File: src/rtl/btb_pkg.sv
// Shared widths, payload types and controller state for the BTB access controller.
package btb_pkg;

  localparam int unsigned BTB_IDX_W     = 4;
  localparam int unsigned BTB_TAG_W     = 8;
  localparam int unsigned BTB_TGT_W     = 16;
  localparam int unsigned BTB_UPD_DEPTH = 2;

  typedef struct packed {
    logic                 valid;
    logic [BTB_TAG_W-1:0] tag;
    logic [BTB_TGT_W-1:0] tgt;
  } btb_entry_t;

  typedef struct packed {
    logic [BTB_IDX_W-1:0] idx;
    logic [BTB_TAG_W-1:0] tag;
    logic [BTB_TGT_W-1:0] tgt;
  } btb_upd_t;

  typedef enum logic {
    FLUSH = 1'b0,
    IDLE  = 1'b1
  } btb_ctrl_state_t;

endpackage

File: src/rtl/btb_ctrl_if.sv
// Lookup, update and entry-RAM signal bundle between the pipeline, the controller and the BTB RAM.
interface btb_ctrl_if #(
  parameter int unsigned IDX_W = btb_pkg::BTB_IDX_W,
  parameter int unsigned TAG_W = btb_pkg::BTB_TAG_W,
  parameter int unsigned TGT_W = btb_pkg::BTB_TGT_W
);

  logic             lk_req;
  logic [IDX_W-1:0] lk_idx;
  logic             lk_gnt;
  logic             lk_rvalid;

  logic             upd_valid;
  logic [IDX_W-1:0] upd_idx;
  logic [TAG_W-1:0] upd_tag;
  logic [TGT_W-1:0] upd_tgt;
  logic             upd_ready;

  logic                   ram_en;
  logic                   ram_we;
  logic [IDX_W-1:0]       ram_addr;
  logic [TAG_W+TGT_W:0]   ram_wdata;

  modport slave (
    input  lk_req, lk_idx, upd_valid, upd_idx, upd_tag, upd_tgt,
    output lk_gnt, lk_rvalid, upd_ready, ram_en, ram_we, ram_addr, ram_wdata
  );

  modport master (
    output lk_req, lk_idx, upd_valid, upd_idx, upd_tag, upd_tgt,
    input  lk_gnt, lk_rvalid, upd_ready, ram_en, ram_we, ram_addr, ram_wdata
  );

endinterface

File: src/rtl/btb_upd_fifo.sv
// Small synchronous FIFO holding resolved-branch updates until the entry RAM port is free.
module btb_upd_fifo
  import btb_pkg::*;
#(
  parameter type          T     = btb_upd_t,
  parameter int unsigned  DEPTH = BTB_UPD_DEPTH,
  localparam int unsigned PTR_W = $clog2(DEPTH),
  localparam int unsigned CNT_W = PTR_W + 1
) (
  input  logic             clk,
  input  logic             rst,
  input  logic             clear,
  input  logic             push,
  input  logic             pop,
  input  T                 din,
  output T                 dout,
  output logic             full,
  output logic             empty,
  output logic [CNT_W-1:0] count
);

  T                 mem_q [DEPTH];
  T                 mem_d [DEPTH];
  logic [PTR_W-1:0] head_q, head_d;
  logic [PTR_W-1:0] tail_q, tail_d;
  logic [CNT_W-1:0] count_q, count_d;
  logic             push_ok;
  logic             pop_ok;

  assign full    = (count_q == CNT_W'(DEPTH));
  assign empty   = (count_q == '0);
  assign count   = count_q;
  assign dout    = mem_q[head_q];
  assign push_ok = push && !full;
  assign pop_ok  = pop && !empty;

  // Pointers wrap naturally because DEPTH is a power of two.
  always_comb begin
    mem_d   = mem_q;
    head_d  = head_q;
    tail_d  = tail_q;
    count_d = count_q;
    if (clear) begin
      head_d  = '0;
      tail_d  = '0;
      count_d = '0;
    end else begin
      if (push_ok) begin
        mem_d[tail_q] = din;
        tail_d        = tail_q + PTR_W'(1);
      end
      if (pop_ok) begin
        head_d = head_q + PTR_W'(1);
      end
      if (push_ok && !pop_ok) begin
        count_d = count_q + CNT_W'(1);
      end else if (!push_ok && pop_ok) begin
        count_d = count_q - CNT_W'(1);
      end
    end
  end

  always_ff @(posedge clk) begin
    if (rst) begin
      mem_q   <= '{default: '0};
      head_q  <= '0;
      tail_q  <= '0;
      count_q <= '0;
    end else begin
      mem_q   <= mem_d;
      head_q  <= head_d;
      tail_q  <= tail_d;
      count_q <= count_d;
    end
  end

endmodule

File: src/rtl/btb_ctrl.sv
// BTB entry-RAM scheduler: fetch lookups, queued EX updates and a full-table invalidate sweep.
// Optional event counters are built when BTB_CTRL_STATS_EN is defined.
module btb_ctrl
  import btb_pkg::*;
#(
  parameter int unsigned IDX_W     = BTB_IDX_W,
  parameter int unsigned TAG_W     = BTB_TAG_W,
  parameter int unsigned TGT_W     = BTB_TGT_W,
  parameter int unsigned UPD_DEPTH = BTB_UPD_DEPTH
) (
  input  logic        clk,
  input  logic        rst,
  input  logic        btb_en,
  input  logic        flush_req,
  output logic        flush_busy,
  btb_ctrl_if.slave   bus
`ifdef BTB_CTRL_STATS_EN
  ,
  output logic [31:0] stat_lk_gnt,
  output logic [31:0] stat_lk_deny,
  output logic [31:0] stat_upd_wr
`endif
);

  localparam int unsigned CNT_W = $clog2(UPD_DEPTH) + 1;

  typedef struct packed {
    logic             valid;
    logic [TAG_W-1:0] tag;
    logic [TGT_W-1:0] tgt;
  } entry_t;

  typedef struct packed {
    logic [IDX_W-1:0] idx;
    logic [TAG_W-1:0] tag;
    logic [TGT_W-1:0] tgt;
  } upd_t;

  btb_ctrl_state_t  state_q, state_d;
  logic [IDX_W-1:0] cnt_q, cnt_d;
  logic             lk_rvalid_q, lk_rvalid_d;

  logic             ram_en_c;
  logic             ram_we_c;
  logic [IDX_W-1:0] ram_addr_c;
  entry_t           ram_wdata_c;
  logic             lk_gnt_c;
  logic             upd_ready_c;
  logic             lk_want;

  upd_t             fifo_din;
  upd_t             fifo_head;
  logic             fifo_push;
  logic             fifo_pop;
  logic             fifo_clear;
  logic             fifo_full;
  logic             fifo_empty;
  logic [CNT_W-1:0] fifo_count;

  assign lk_want  = bus.lk_req && btb_en;
  assign fifo_din = '{idx: bus.upd_idx, tag: bus.upd_tag, tgt: bus.upd_tgt};

  btb_upd_fifo #(
    .T     (upd_t),
    .DEPTH (UPD_DEPTH)
  ) u_upd_fifo (
    .clk   (clk),
    .rst   (rst),
    .clear (fifo_clear),
    .push  (fifo_push),
    .pop   (fifo_pop),
    .din   (fifo_din),
    .dout  (fifo_head),
    .full  (fifo_full),
    .empty (fifo_empty),
    .count (fifo_count)
  );

  // Port arbitration: a full queue beats lookups so updates cannot starve.
  always_comb begin
    state_d     = state_q;
    cnt_d       = cnt_q;
    ram_en_c    = 1'b0;
    ram_we_c    = 1'b0;
    ram_addr_c  = '0;
    ram_wdata_c = '0;
    lk_gnt_c    = 1'b0;
    upd_ready_c = 1'b0;
    fifo_push   = 1'b0;
    fifo_pop    = 1'b0;
    fifo_clear  = 1'b0;
    if (!rst) begin
      unique case (state_q)
        FLUSH: begin
          ram_en_c   = 1'b1;
          ram_we_c   = 1'b1;
          ram_addr_c = cnt_q;
          cnt_d      = cnt_q + IDX_W'(1);
          if (cnt_q == {IDX_W{1'b1}}) begin
            state_d = IDLE;
          end
        end
        IDLE: begin
          if (flush_req) begin
            state_d    = FLUSH;
            cnt_d      = '0;
            fifo_clear = 1'b1;
          end else begin
            upd_ready_c = (fifo_count < CNT_W'(UPD_DEPTH));
            // With the BTB disabled updates are acknowledged but dropped.
            fifo_push   = bus.upd_valid && upd_ready_c && btb_en;
            if (fifo_full || (!lk_want && !fifo_empty)) begin
              ram_en_c    = 1'b1;
              ram_we_c    = 1'b1;
              ram_addr_c  = fifo_head.idx;
              ram_wdata_c = '{valid: 1'b1, tag: fifo_head.tag, tgt: fifo_head.tgt};
              fifo_pop    = 1'b1;
            end else if (lk_want) begin
              ram_en_c   = 1'b1;
              ram_addr_c = bus.lk_idx;
              lk_gnt_c   = 1'b1;
            end
          end
        end
        default: ;
      endcase
    end
  end

  assign lk_rvalid_d = lk_gnt_c;

  always_ff @(posedge clk) begin
    if (rst) begin
      state_q     <= FLUSH;
      cnt_q       <= '0;
      lk_rvalid_q <= 1'b0;
    end else begin
      state_q     <= state_d;
      cnt_q       <= cnt_d;
      lk_rvalid_q <= lk_rvalid_d;
    end
  end

  assign flush_busy    = rst || (state_q == FLUSH);
  assign bus.lk_gnt    = lk_gnt_c;
  assign bus.lk_rvalid = lk_rvalid_q && !rst;
  assign bus.upd_ready = upd_ready_c;
  assign bus.ram_en    = ram_en_c;
  assign bus.ram_we    = ram_we_c;
  assign bus.ram_addr  = ram_addr_c;
  assign bus.ram_wdata = ram_wdata_c;

`ifdef BTB_CTRL_STATS_EN
  logic [31:0] st_gnt_q, st_gnt_d;
  logic [31:0] st_deny_q, st_deny_d;
  logic [31:0] st_wr_q, st_wr_d;

  // Saturating event counters; only rst clears them.
  always_comb begin
    st_gnt_d  = st_gnt_q;
    st_deny_d = st_deny_q;
    st_wr_d   = st_wr_q;
    if (lk_gnt_c && (st_gnt_q != '1)) begin
      st_gnt_d = st_gnt_q + 32'd1;
    end
    if (lk_want && !lk_gnt_c && (st_deny_q != '1)) begin
      st_deny_d = st_deny_q + 32'd1;
    end
    if (fifo_pop && (st_wr_q != '1)) begin
      st_wr_d = st_wr_q + 32'd1;
    end
  end

  always_ff @(posedge clk) begin
    if (rst) begin
      st_gnt_q  <= '0;
      st_deny_q <= '0;
      st_wr_q   <= '0;
    end else begin
      st_gnt_q  <= st_gnt_d;
      st_deny_q <= st_deny_d;
      st_wr_q   <= st_wr_d;
    end
  end

  assign stat_lk_gnt  = st_gnt_q;
  assign stat_lk_deny = st_deny_q;
  assign stat_upd_wr  = st_wr_q;
`endif

endmodule

File: src/flat_wrapper.sv
// flat-port wrapper written by rule: the top's interface ports become plain ports
module btb_ctrl_flat import btb_pkg::*;
#(
  parameter int unsigned IDX_W     = BTB_IDX_W,
  parameter int unsigned TAG_W     = BTB_TAG_W,
  parameter int unsigned TGT_W     = BTB_TGT_W,
  parameter int unsigned UPD_DEPTH = BTB_UPD_DEPTH
)
  (clk, rst, btb_en, flush_req, flush_busy, bus_lk_req, bus_lk_idx, bus_upd_valid, bus_upd_idx, bus_upd_tag, bus_upd_tgt, bus_lk_gnt, bus_lk_rvalid, bus_upd_ready, bus_ram_en, bus_ram_we, bus_ram_addr, bus_ram_wdata);
  btb_ctrl_if #(.IDX_W(IDX_W), .TAG_W(TAG_W), .TGT_W(TGT_W)) bus_i ();
  input  logic clk;
  input  logic rst;
  input  logic btb_en;
  input  logic flush_req;
  output logic flush_busy;
  input wire logic [$bits(bus_i.lk_req)-1:0] bus_lk_req;
  input wire logic [$bits(bus_i.lk_idx)-1:0] bus_lk_idx;
  input wire logic [$bits(bus_i.upd_valid)-1:0] bus_upd_valid;
  input wire logic [$bits(bus_i.upd_idx)-1:0] bus_upd_idx;
  input wire logic [$bits(bus_i.upd_tag)-1:0] bus_upd_tag;
  input wire logic [$bits(bus_i.upd_tgt)-1:0] bus_upd_tgt;
  output wire logic [$bits(bus_i.lk_gnt)-1:0] bus_lk_gnt;
  output wire logic [$bits(bus_i.lk_rvalid)-1:0] bus_lk_rvalid;
  output wire logic [$bits(bus_i.upd_ready)-1:0] bus_upd_ready;
  output wire logic [$bits(bus_i.ram_en)-1:0] bus_ram_en;
  output wire logic [$bits(bus_i.ram_we)-1:0] bus_ram_we;
  output wire logic [$bits(bus_i.ram_addr)-1:0] bus_ram_addr;
  output wire logic [$bits(bus_i.ram_wdata)-1:0] bus_ram_wdata;
  assign bus_i.lk_req = bus_lk_req;
  assign bus_i.lk_idx = bus_lk_idx;
  assign bus_i.upd_valid = bus_upd_valid;
  assign bus_i.upd_idx = bus_upd_idx;
  assign bus_i.upd_tag = bus_upd_tag;
  assign bus_i.upd_tgt = bus_upd_tgt;
  assign bus_lk_gnt = bus_i.lk_gnt;
  assign bus_lk_rvalid = bus_i.lk_rvalid;
  assign bus_upd_ready = bus_i.upd_ready;
  assign bus_ram_en = bus_i.ram_en;
  assign bus_ram_we = bus_i.ram_we;
  assign bus_ram_addr = bus_i.ram_addr;
  assign bus_ram_wdata = bus_i.ram_wdata;
  btb_ctrl #(.IDX_W(IDX_W), .TAG_W(TAG_W), .TGT_W(TGT_W), .UPD_DEPTH(UPD_DEPTH)) u_core (.clk(clk), .rst(rst), .btb_en(btb_en), .flush_req(flush_req), .flush_busy(flush_busy), .bus(bus_i));
endmodule
File: config.mk
export PLATFORM = sky130hd
export DESIGN_NAME = btb_ctrl_flat
export DESIGN_NICKNAME = d
export VERILOG_FILES = /design/src/rtl/btb_pkg.sv /design/src/rtl/btb_ctrl_if.sv /design/src/rtl/btb_upd_fifo.sv /design/src/rtl/btb_ctrl.sv /design/src/flat_wrapper.sv
export SDC_FILE = /design/constraint.sdc
export NUM_CORES = 1
export LEC_CHECK = 0
export CELL_PAD_IN_SITES_DETAIL_PLACEMENT = 1
export CELL_PAD_IN_SITES_GLOBAL_PLACEMENT = 1
export CORE_MARGIN = 1.5
export CORE_UTILIZATION = 42
export CTS_BUF_LIST = sky130_fd_sc_hd__clkbuf_16
export CTS_CLUSTER_SIZE = 14
export DETAILED_ROUTE_END_ITERATION = 10
export PLACE_DENSITY = 0.86
export SLEW_MARGIN = 10
export SYNTH_ARGS = -nofsm -noshare
export SYNTH_HDL_FRONTEND = slang
export SYNTH_SLANG_ARGS = --single-unit
File: constraint.sdc
create_clock -name clk -period 6.75 [get_ports clk]
set_input_delay 1.35 -clock clk [delete_from_list [all_inputs] [get_ports clk]]
set_output_delay 1.35 -clock clk [all_outputs]
set_load 0.02 [all_outputs]
; Word level (Yosys, flattened, before mapping)
; Index checks and enable logic that the tools add are counted.
[totals]
regBits = 66
input_bits = 38
output_inout_bits = 35
elab_cells = 96
[op_classes]
add_sub_neg = 5
magnitude_cmp = 4
n_eq_ne = 3
n_mux = 46
n_bitwise = 4
reduce_logical = 22
[op_table]
columns = operator, n
row1 = 28-bit 2-to-1 mux, 4
row2 = 25-bit 2-to-1 mux, 4
row3 = 56-bit bitwise mux, 1
row4 = 28-bit demux with 1-bit select, 1
row5 = 1-bit 2-to-1 mux, 24
row6 = 4-bit 2-to-1 mux, 5
row7 = 4-bit one-hot mux with 2 select lines, 2
row8 = 1-bit logical AND, 10
row9 = 1-bit zero test, 6
row10 = 1-bit one-hot mux with 2 select lines, 3
row11 = "4-bit by 1-bit adder with 4-bit output, second input constant", 1
row12 = "4-bit equality test, second input constant", 1
row13 = "2-bit >= comparator, second input constant", 2
row14 = 2-bit 2-to-1 mux, 2
row15 = 1-bit inverter with 2-bit output, 2
row16 = "1-bit adder, second input constant", 2
row17 = "2-bit by 1-bit adder with 2-bit output, second input constant", 1
row18 = "2-bit equality test, second input constant", 1
row19 = 2-bit zero test, 1
row20 = 1-bit logical OR, 2
row21 = "2-bit by 1-bit less-than comparator with 1-bit output, second input constant", 1
row22 = "2-bit less-than comparator, second input constant", 1
row23 = "2-bit != test, second input constant", 1
row24 = 1-bit inverter, 2
row25 = other kinds (4), 4

; Longest topological paths before layout
; Gate-level depths: netlist of the first run.
[depth]
ltp_word = 12
mapped_depth = 9
ltp_nobuf = 6

; Modules after synthesis
; Synthesis of the first run repeated with hierarchy kept, for this count alone.
[unflattened]
hier_cells = 355
hier_area_um2 = 3457.1
[by_module_without_submodules]
columns = mod, n_inst, cells_each, area_per_inst_um2, seq_area_each_um2
row1 = btb_upd_fifo, 1, 270, 2846.5, 1201.2
row2 = btb_ctrl, 1, 85, 610.6, 120.1

; Worst setup path after synthesis of the first run
; OpenSTA, ideal clock, no wires.
[synth_timing]
path_kind = in2out
from = input port rst
to = output port bus_ram_addr[0]
t_arrival_ns = 2.776
t_required_ns = 5.400
setup_slack_ns = 2.624
path_stages = 5
path_buffers = 2
path_cell_list = buf_2 -> or3b_1 -> clkbuf_1 -> nor3_2 -> a221o_1
[synth_between]
elab_chain_cells = 1
[synth_rtl]
columns = item, line
row1 = from (decl), flat_wrapper.sv:12  ; input logic rst;
row2 = 4-bit 2-to-1 mux, btb_ctrl.sv:92  ; if (!rst) begin
row3 = to (decl), flat_wrapper.sv:27  ; output wire logic [$bits(bus_i.ram_addr)-1:0] bus_ram_addr;
; No other way between the ends.

; Final worst setup path of the first run
[layout_timing]
from = input port flush_req
to = output port bus_ram_wdata[4]
[layout_between]
elab_chain_cells = 3
[layout_rtl]
columns = item, line
row1 = from (decl), flat_wrapper.sv:14  ; input logic flush_req;
row2 = 25-bit 2-to-1 mux, btb_ctrl.sv:104  ; if (flush_req) begin
row3 = 25-bit 2-to-1 mux, btb_ctrl.sv:93  ; unique case (state_q)
row4 = 25-bit 2-to-1 mux, btb_ctrl.sv:92
row5 = to (decl), flat_wrapper.sv:28  ; output wire logic [$bits(bus_i.ram_wdata)-1:0] bus_ram_wdata;
; No other way between the ends.

==> impl_metrics.ini, run 1 <==
[outcome]
status = finished clean

[clock_tree]
clk_latency_ns = 0.32
cts_resized = 0
clkTransAtPathRegs_ns = 0.06
cts_setup_buffers = 0
cts_tree = built
clock_sinks = 66
cts_buffers = 9
cts_buffer_depth = 2
ctsHoldBuffers = 0
ctsHtreeMaxLevel = 3
cts-root-buf = clkbuf_16

[cells_and_area]
layout_commonest_cell = clkdlybuf4s50_1
multi_input_area_sq_um = 1910
fin_area_sq_um = 4430
seqCellArea_sq_um = 1320
mostFrequentLayoutCells = clkdlybuf4s50_1 (71), dfxtp_1 (65), mux2i_1 (52)
fin_nets = 441
area_growth_pct = 32.4
antenna_cells = 0
drive_above_1_share_pct = 12.8
n_fill_cell = 869

[pwr]
pwr-share-comb_pct = 5.3
vdd_drop_max_mv = 0.121
leakagePower_nw = 1.63
power.share.switching_pct = 20.3
p_sw_w = 0.000198
power.total_w = 0.000980
powerDensity_nw_per_um2 = 221
power_frac_seq_pct = 40.1
pwr-share-clk_pct = 54.5
internal_power_w = 0.000781

[critical_path]
cp-end-kind = output port
cpPeakStageDelay_ns = 0.64
crit_path_start_kind = primary input
cp_num_buf_inv = 2
arrival_ns = 4.06
crit_path_frequent_cell = clkdlybuf4s50_1
slowest_stage = clkdlybuf4s50_1
critPathRequiredTime_ns = 5.40
criticalPathCategory = primary input to output port
crit_fanout = 27
cp_top_family = simple AND/OR/NAND/NOR gates
path_cells = clkdlybuf4s50_1 -> nor3b_4 -> nand3b_2 -> nor2_1 -> clkdlybuf4s50_1

[floorplan]
core_sq_um = 7730
die-area_sq_um = 8520
die_h_um = 92.3
rows = 32
die_x_um = 92.3
pin_count = 73
initial_core_util_pct = 43.3

[route]
dr.pass1.iters = 4
drc = 0
routed_wl_mm = 8.25
ant_nets = 0
drt_iter0_markers = 85
via_per_inst = 5.17
vias = 2625
wl_per_cell_um = 16.2

[flow_run]
cap_violations = 0

[global_routing]
grt_max_degree = 53
grt_pass1_vias = 2789
gr-total-overflow = 0
grt_pass1_wl_mm = 13.5
antenna_found_initial = 0
grt_usage_pct = 20.1

[sta]
fin_setup_tns_ns = 0
tightest_slew_ns = 1.12
hold_viol_final = 0
setup_viol = 0
max_freq_mhz = 185
fin_worst_skew_ns = 0.00486
maxSlewViolCount = 0
whs_ns = 0.477
fin_crit_sh_pct = 80.2
relSlewSlack_pct = 24.7
finalCriticalPeriod_ns = 5.41
rsz0062_at_grt = false

[placed_design]
io_buffers = 72
globalplace.congestion = 0.758
dp_hpwl_mm = 5.20
dpl_cell_area_sq_um = 4090

[synth]
yosysWarnings = 0
synth_cells = 340
synth-seq-cells = 66
avgSynthCellArea_sq_um = 9.85
yosysUniqueCellTypes = 37
yosysSeqAreaShare_pct = 39.4
syn-num-nets = 380
synth_area_sq_um = 3350

[min_path]
hp-class = flip-flop to flip-flop
==> per-stage QoR <==
stage / utilization, % / std cells / setup WS, ns
5_1_grt: 57.4 / 508 / 1.13
4_1_cts: 57.4 / 508 / 1.34
6_report: 57.4 / 508 / 1.34
2_1_floorplan: - / 340 / 2.62
3_3_place_gp: 53.0 / 492 / 1.43
3_5_place_dp: 53.0 / 492 / 1.33
==> tightest hold or removal path, cell delays in order, from the launching register on <==
cell      delay, ns
dfxtp_1        0.31
nand2b_1       0.07
mux2i_1        0.06
==> logic make-up after synthesis <==
family                     synth area share [%]
buffers and inverters                      3.62
xor gates and xnor gates                  0.785
adders and majority gates                 0.747
AOI/OAI and AO/OA                          5.38
muxes                                      26.1
DFF                                        39.4
and+or+nand+nor                            23.9
==> final cells by class <==
type	count	share of cell area (%)
clock inverters	7	2.62
flip-flops and latches	66	29.8
well taps	102	2.88
repair buffers	73	16.3
clock buffers	9	5.08
inverters	2	0.169
multi-input cells	249	43.1
==> power groups by stage <==
stage	combinational, W	clock (W)	sequential, W
after floorplan	0.0000212	0	0.000401
after global placement	0.0000513	0	0.000402
after detailed placement	0.0000525	0	0.000402
after CTS	0.0000527	0.000539	0.000393
after global routing	0.0000565	0.000557	0.000393
final	0.0000522	0.000534	0.000393
==> cell usage after synthesis <==
| library cell | count | area share, % |
|---|---|---|
| dfxtp_1 | 66 | 39 |
| nand4bb_1 | 1 | 0.34 |
| o31ai_1 | 5 | 1.1 |
| xor2_1 | 2 | 0.52 |
| nor3_1 | 3 | 0.45 |
| mux2_2 | 18 | 6.1 |
| buf_6 | 2 | 0.67 |
| xnor2_1 | 1 | 0.26 |
| nand2b_1 | 39 | 7.3 |
| a31oi_1 | 4 | 0.75 |
| nand3b_1 | 2 | 0.45 |
| or3b_1 | 1 | 0.26 |
| and3b_1 | 1 | 0.26 |
| nor3_2 | 1 | 0.30 |
| nor2b_1 | 32 | 6.0 |
| a221o_1 | 3 | 0.90 |
| nor3b_4 | 1 | 0.56 |
| nand3_1 | 2 | 0.30 |
| nand4b_1 | 1 | 0.26 |
| and2_1 | 3 | 0.56 |
| mux2_4 | 10 | 4.5 |
| ha_1 | 2 | 0.75 |
| a21o_1 | 1 | 0.22 |
| nand2_1 | 2 | 0.22 |
| nand3b_2 | 1 | 0.34 |
| clkbuf_1 | 12 | 1.3 |
| mux2i_1 | 52 | 16 |
| or3_1 | 2 | 0.37 |
| o21ai_0 | 4 | 0.60 |
| nor2_1 | 36 | 4.0 |
| buf_4 | 2 | 0.45 |
| buf_1 | 3 | 0.34 |
| buf_2 | 4 | 0.60 |
| inv_1 | 2 | 0.22 |
| nand4_1 | 5 | 0.93 |
| a21oi_1 | 12 | 1.8 |
| nand3_4 | 2 | 1.0 |
==> path summary, 6_finish.rpt <==
| kind | startpoint | cells past startpoint | slack (ns) | to |
|---|---|---|---|---|
| worst min-delay path | u_core.u_upd_fifo.mem_q[15]$_SDFFE_PP0P_ | 2 | 0.48 | u_core.u_upd_fifo.mem_q[15]$_SDFFE_PP0P_ |
| worst min register to register | u_core.u_upd_fifo.mem_q[15]$_SDFFE_PP0P_ | 2 | 0.48 | u_core.u_upd_fifo.mem_q[15]$_SDFFE_PP0P_ |
| worst max-delay path | flush_req | 5 | 1.34 | bus_ram_wdata[4] |
| worst max register to register | u_core.state_q$_SDFF_PP0_ | 5 | 3.76 | u_core.u_upd_fifo.count[1]$_SDFFE_PP0P_ |
==> state kept, by name (all words and copies together), names as in the netlist <==
register	count
u_core.u_upd_fifo.count	2
u_core.u_upd_fifo.mem_q	56
u_core.cnt_q	4
u_core.state_q	1
u_core.u_upd_fifo.tail_q	1
u_core.lk_rvalid_q	1
u_core.u_upd_fifo.head_q	1
==> routing by layer <==
layer / wire, um / GRT usage, % / part of all wire, %
met1: 3740 / 24.3 / 45
met2: 4190 / 36.1 / 51
met3: 203 / 2.63 / 2.5
met4: 117 / 7.82 / 1.4
met5: 0 / 0 / 0
No activity file was read; power rests on OpenSTA's default activity.
==> inputs of run 2 (changes only) <==
--- a/config.mk
+++ b/config.mk
@@ -8,11 +8,11 @@
 export CELL_PAD_IN_SITES_DETAIL_PLACEMENT = 1
 export CELL_PAD_IN_SITES_GLOBAL_PLACEMENT = 1
 export CORE_MARGIN = 1.5
-export CORE_UTILIZATION = 42
+export CORE_UTILIZATION = 39
 export CTS_BUF_LIST = sky130_fd_sc_hd__clkbuf_16
 export CTS_CLUSTER_SIZE = 14
 export DETAILED_ROUTE_END_ITERATION = 10
-export PLACE_DENSITY = 0.86
+export PLACE_DENSITY = 0.8
 export SLEW_MARGIN = 10
 export SYNTH_ARGS = -nofsm -noshare
 export SYNTH_HDL_FRONTEND = slang
==> constraint.sdc (replaced) <==
create_clock -name clk -period 5.34 [get_ports clk]
set_input_delay 1.068 -clock clk [delete_from_list [all_inputs] [get_ports clk]]
set_output_delay 1.068 -clock clk [all_outputs]
set_load 0.02 [all_outputs]
==> run 2 against run 1 <==
  * Routed wire length up 1.1%
  * Design area down 0.59%
  * Flip-flop and latch count unchanged
  * Register-to-register slack lost 1.4 ns
  * Combinational power increased by 27%
  * Setup slack got worse by 0.82 ns
  * Clock skew rose by 0.0013 ns
  * Largest cell class unchanged
  * Total power up 20%
  * Cell count grew 0.59%
==> impl_metrics.ini, run 2 (synthesis results as in run 1) <==
[outcome]
status = finished clean

[critical_path]
slowest_stage = clkdlybuf4s50_1
crit_path_frequent_cell = clkdlybuf4s50_1
crit_path_start_kind = primary input
cp_num_buf_inv = 2
arrival_ns = 3.75
criticalPathCategory = primary input to output port
path_cells = clkdlybuf4s50_1 -> nor3b_4 -> nand3b_2 -> nor2_1 -> clkdlybuf4s50_1
cp-end-kind = output port
cpPeakStageDelay_ns = 0.64
cp_top_family = simple AND/OR/NAND/NOR gates
critPathRequiredTime_ns = 4.27
crit_fanout = 27

[pwr]
leakagePower_nw = 1.62
powerDensity_nw_per_um2 = 267
vdd_drop_max_mv = 0.158

[clock_tree]
cts_setup_buffers = 0
cts_resized = 0
clock_sinks = 66
clkTransAtPathRegs_ns = 0.05
cts_buffers = 9
ctsHtreeMaxLevel = 3
cts-root-buf = clkbuf_16
clk_latency_ns = 0.33
cts_buffer_depth = 2
ctsHoldBuffers = 0
cts_tree = built

[route]
ant_nets = 0
routed_wl_mm = 8.34
via_per_inst = 5.14
drt_iter0_markers = 65
vias = 2625
wl_per_cell_um = 16.3
dr.pass1.iters = 4
drc = 0

[sta]
layout_setup_ws_ns = 0.517
rsz0062_at_grt = false
maxSlewViolCount = 0
tightest_slew_ns = 1.08
fin_crit_sh_pct = 90.3
fin_worst_skew_ns = 0.00614
setup_viol = 0
max_freq_mhz = 207
fin_setup_tns_ns = 0
finalCriticalPeriod_ns = 4.82
hold_viol_final = 0
relSlewSlack_pct = 27.7

[global_routing]
top_usage_layer = met2
grt_max_degree = 55
grt_pass1_wl_mm = 13.4
use_met1_pct = 23.2
grt_pass1_vias = 2717
use_met2_pct = 33.0
met3_usage_pct = 5.26
antenna_found_initial = 0
gr-total-overflow = 0
grt_usage_pct = 19.1

[cells_and_area]
layout_commonest_cell = clkdlybuf4s50_1
regMostFlops = u_core.u_upd_fifo.mem_q
area_growth_pct = 31.6
antenna_cells = 0
drive_above_1_share_pct = 12.6
largest_reg_flops = 56
stdcell_count = 511
fin_nets = 441
n_fill_cell = 945
mostFrequentLayoutCells = clkdlybuf4s50_1 (71), dfxtp_1 (65), mux2i_1 (52)
fin_area_sq_um = 4410

[floorplan]
rows = 33
initial_core_util_pct = 40.6
die_h_um = 95.7
pin_count = 73
core_sq_um = 8260
die-area_sq_um = 9150
die_x_um = 95.7

[placed_design]
dpl_cell_area_sq_um = 4100
dp.cells = 495
preCtsSetupSlack_ns = 0.529
io_buffers = 72
dp_hpwl_mm = 5.42
globalplace.congestion = 0.753

[flow_run]
cap_violations = 0

[min_path]
hp-class = flip-flop to flip-flop
==> run 2: changes by cell type in the layout (fill, tap and decap cells not counted), sizes merged <==
cell	delta
inv	+1
bufinv	-1
==> run 2: worst paths after layout <==
path                                                  from                                       end  slack [ns]  depth (start not counted)
setup / recovery                                 flush_req                          bus_ram_wdata[4]        0.52                          5
hold / removal    u_core.u_upd_fifo.mem_q[38]$_SDFFE_PP0P_  u_core.u_upd_fifo.mem_q[38]$_SDFFE_PP0P_        0.47                          2
setup reg to reg                 u_core.state_q$_SDFF_PP0_   u_core.u_upd_fifo.count[1]$_SDFFE_PP0P_        2.37                          5
hold reg to reg   u_core.u_upd_fifo.mem_q[38]$_SDFFE_PP0P_  u_core.u_upd_fifo.mem_q[38]$_SDFFE_PP0P_        0.47                          2
==> run 2: final cells by class <==
type | count | area (sq um) | share of cell area, %
clock inverter | 7 | 86.3 | 1.96
sequential | 66 | 1320 | 30.0
inverter | 2 | 7.51 | 0.170
timing repair buffer | 73 | 723 | 16.4
tap | 105 | 131 | 2.98
multi-input combinational | 249 | 1910 | 43.4
clock buffer | 9 | 225 | 5.11
==> run 2: where the power goes <==
part,switching [W],internal [W]
Sequential,0.00000268,0.000495
Clock,0.000211,0.000404
Combinational,0.0000292,0.0000373
Total,0.000243,0.000936
==> run 2: metal layers <==
metal / routed length, um / vias to the layer above
met5: 0 / -
met4: 56 / 0
met3: 359 / 7
met2: 4130 / 56
met1: 3800 / 1267
li1: - / 1295
==> run 2: tightest hold or removal path, cell delays in order (launching register included) <==
cell	delay, ns
dfxtp_1	0.30
nand2b_1	0.06
mux2i_1	0.06
==> run 2: metrics by stage <==
stage | utilization [%] | hold slack [ns] | power (W)
floorplan | - | 0.446 | 0.000534
global placement | 49.6 | 0.457 | 0.000573
detailed placement | 49.6 | 0.469 | 0.000574
CTS | 53.4 | 0.478 | 0.00119
global route | 53.4 | 0.498 | 0.00121
finish | 53.4 | 0.474 | 0.00118
==> inputs of run 3 (changes only) <==
--- a/config.mk
+++ b/config.mk
@@ -10,10 +10,11 @@
 export CORE_MARGIN = 1.5
 export CORE_UTILIZATION = 39
 export CTS_BUF_LIST = sky130_fd_sc_hd__clkbuf_16
-export CTS_CLUSTER_SIZE = 14
+export CTS_CLUSTER_SIZE = 8
 export DETAILED_ROUTE_END_ITERATION = 10
 export PLACE_DENSITY = 0.8
 export SLEW_MARGIN = 10
 export SYNTH_ARGS = -nofsm -noshare
 export SYNTH_HDL_FRONTEND = slang
 export SYNTH_SLANG_ARGS = --single-unit
+export TNS_END_PERCENT = 100
==> results of run 3 <==
Final layout, timing and power as in run 2 (identical DEF).
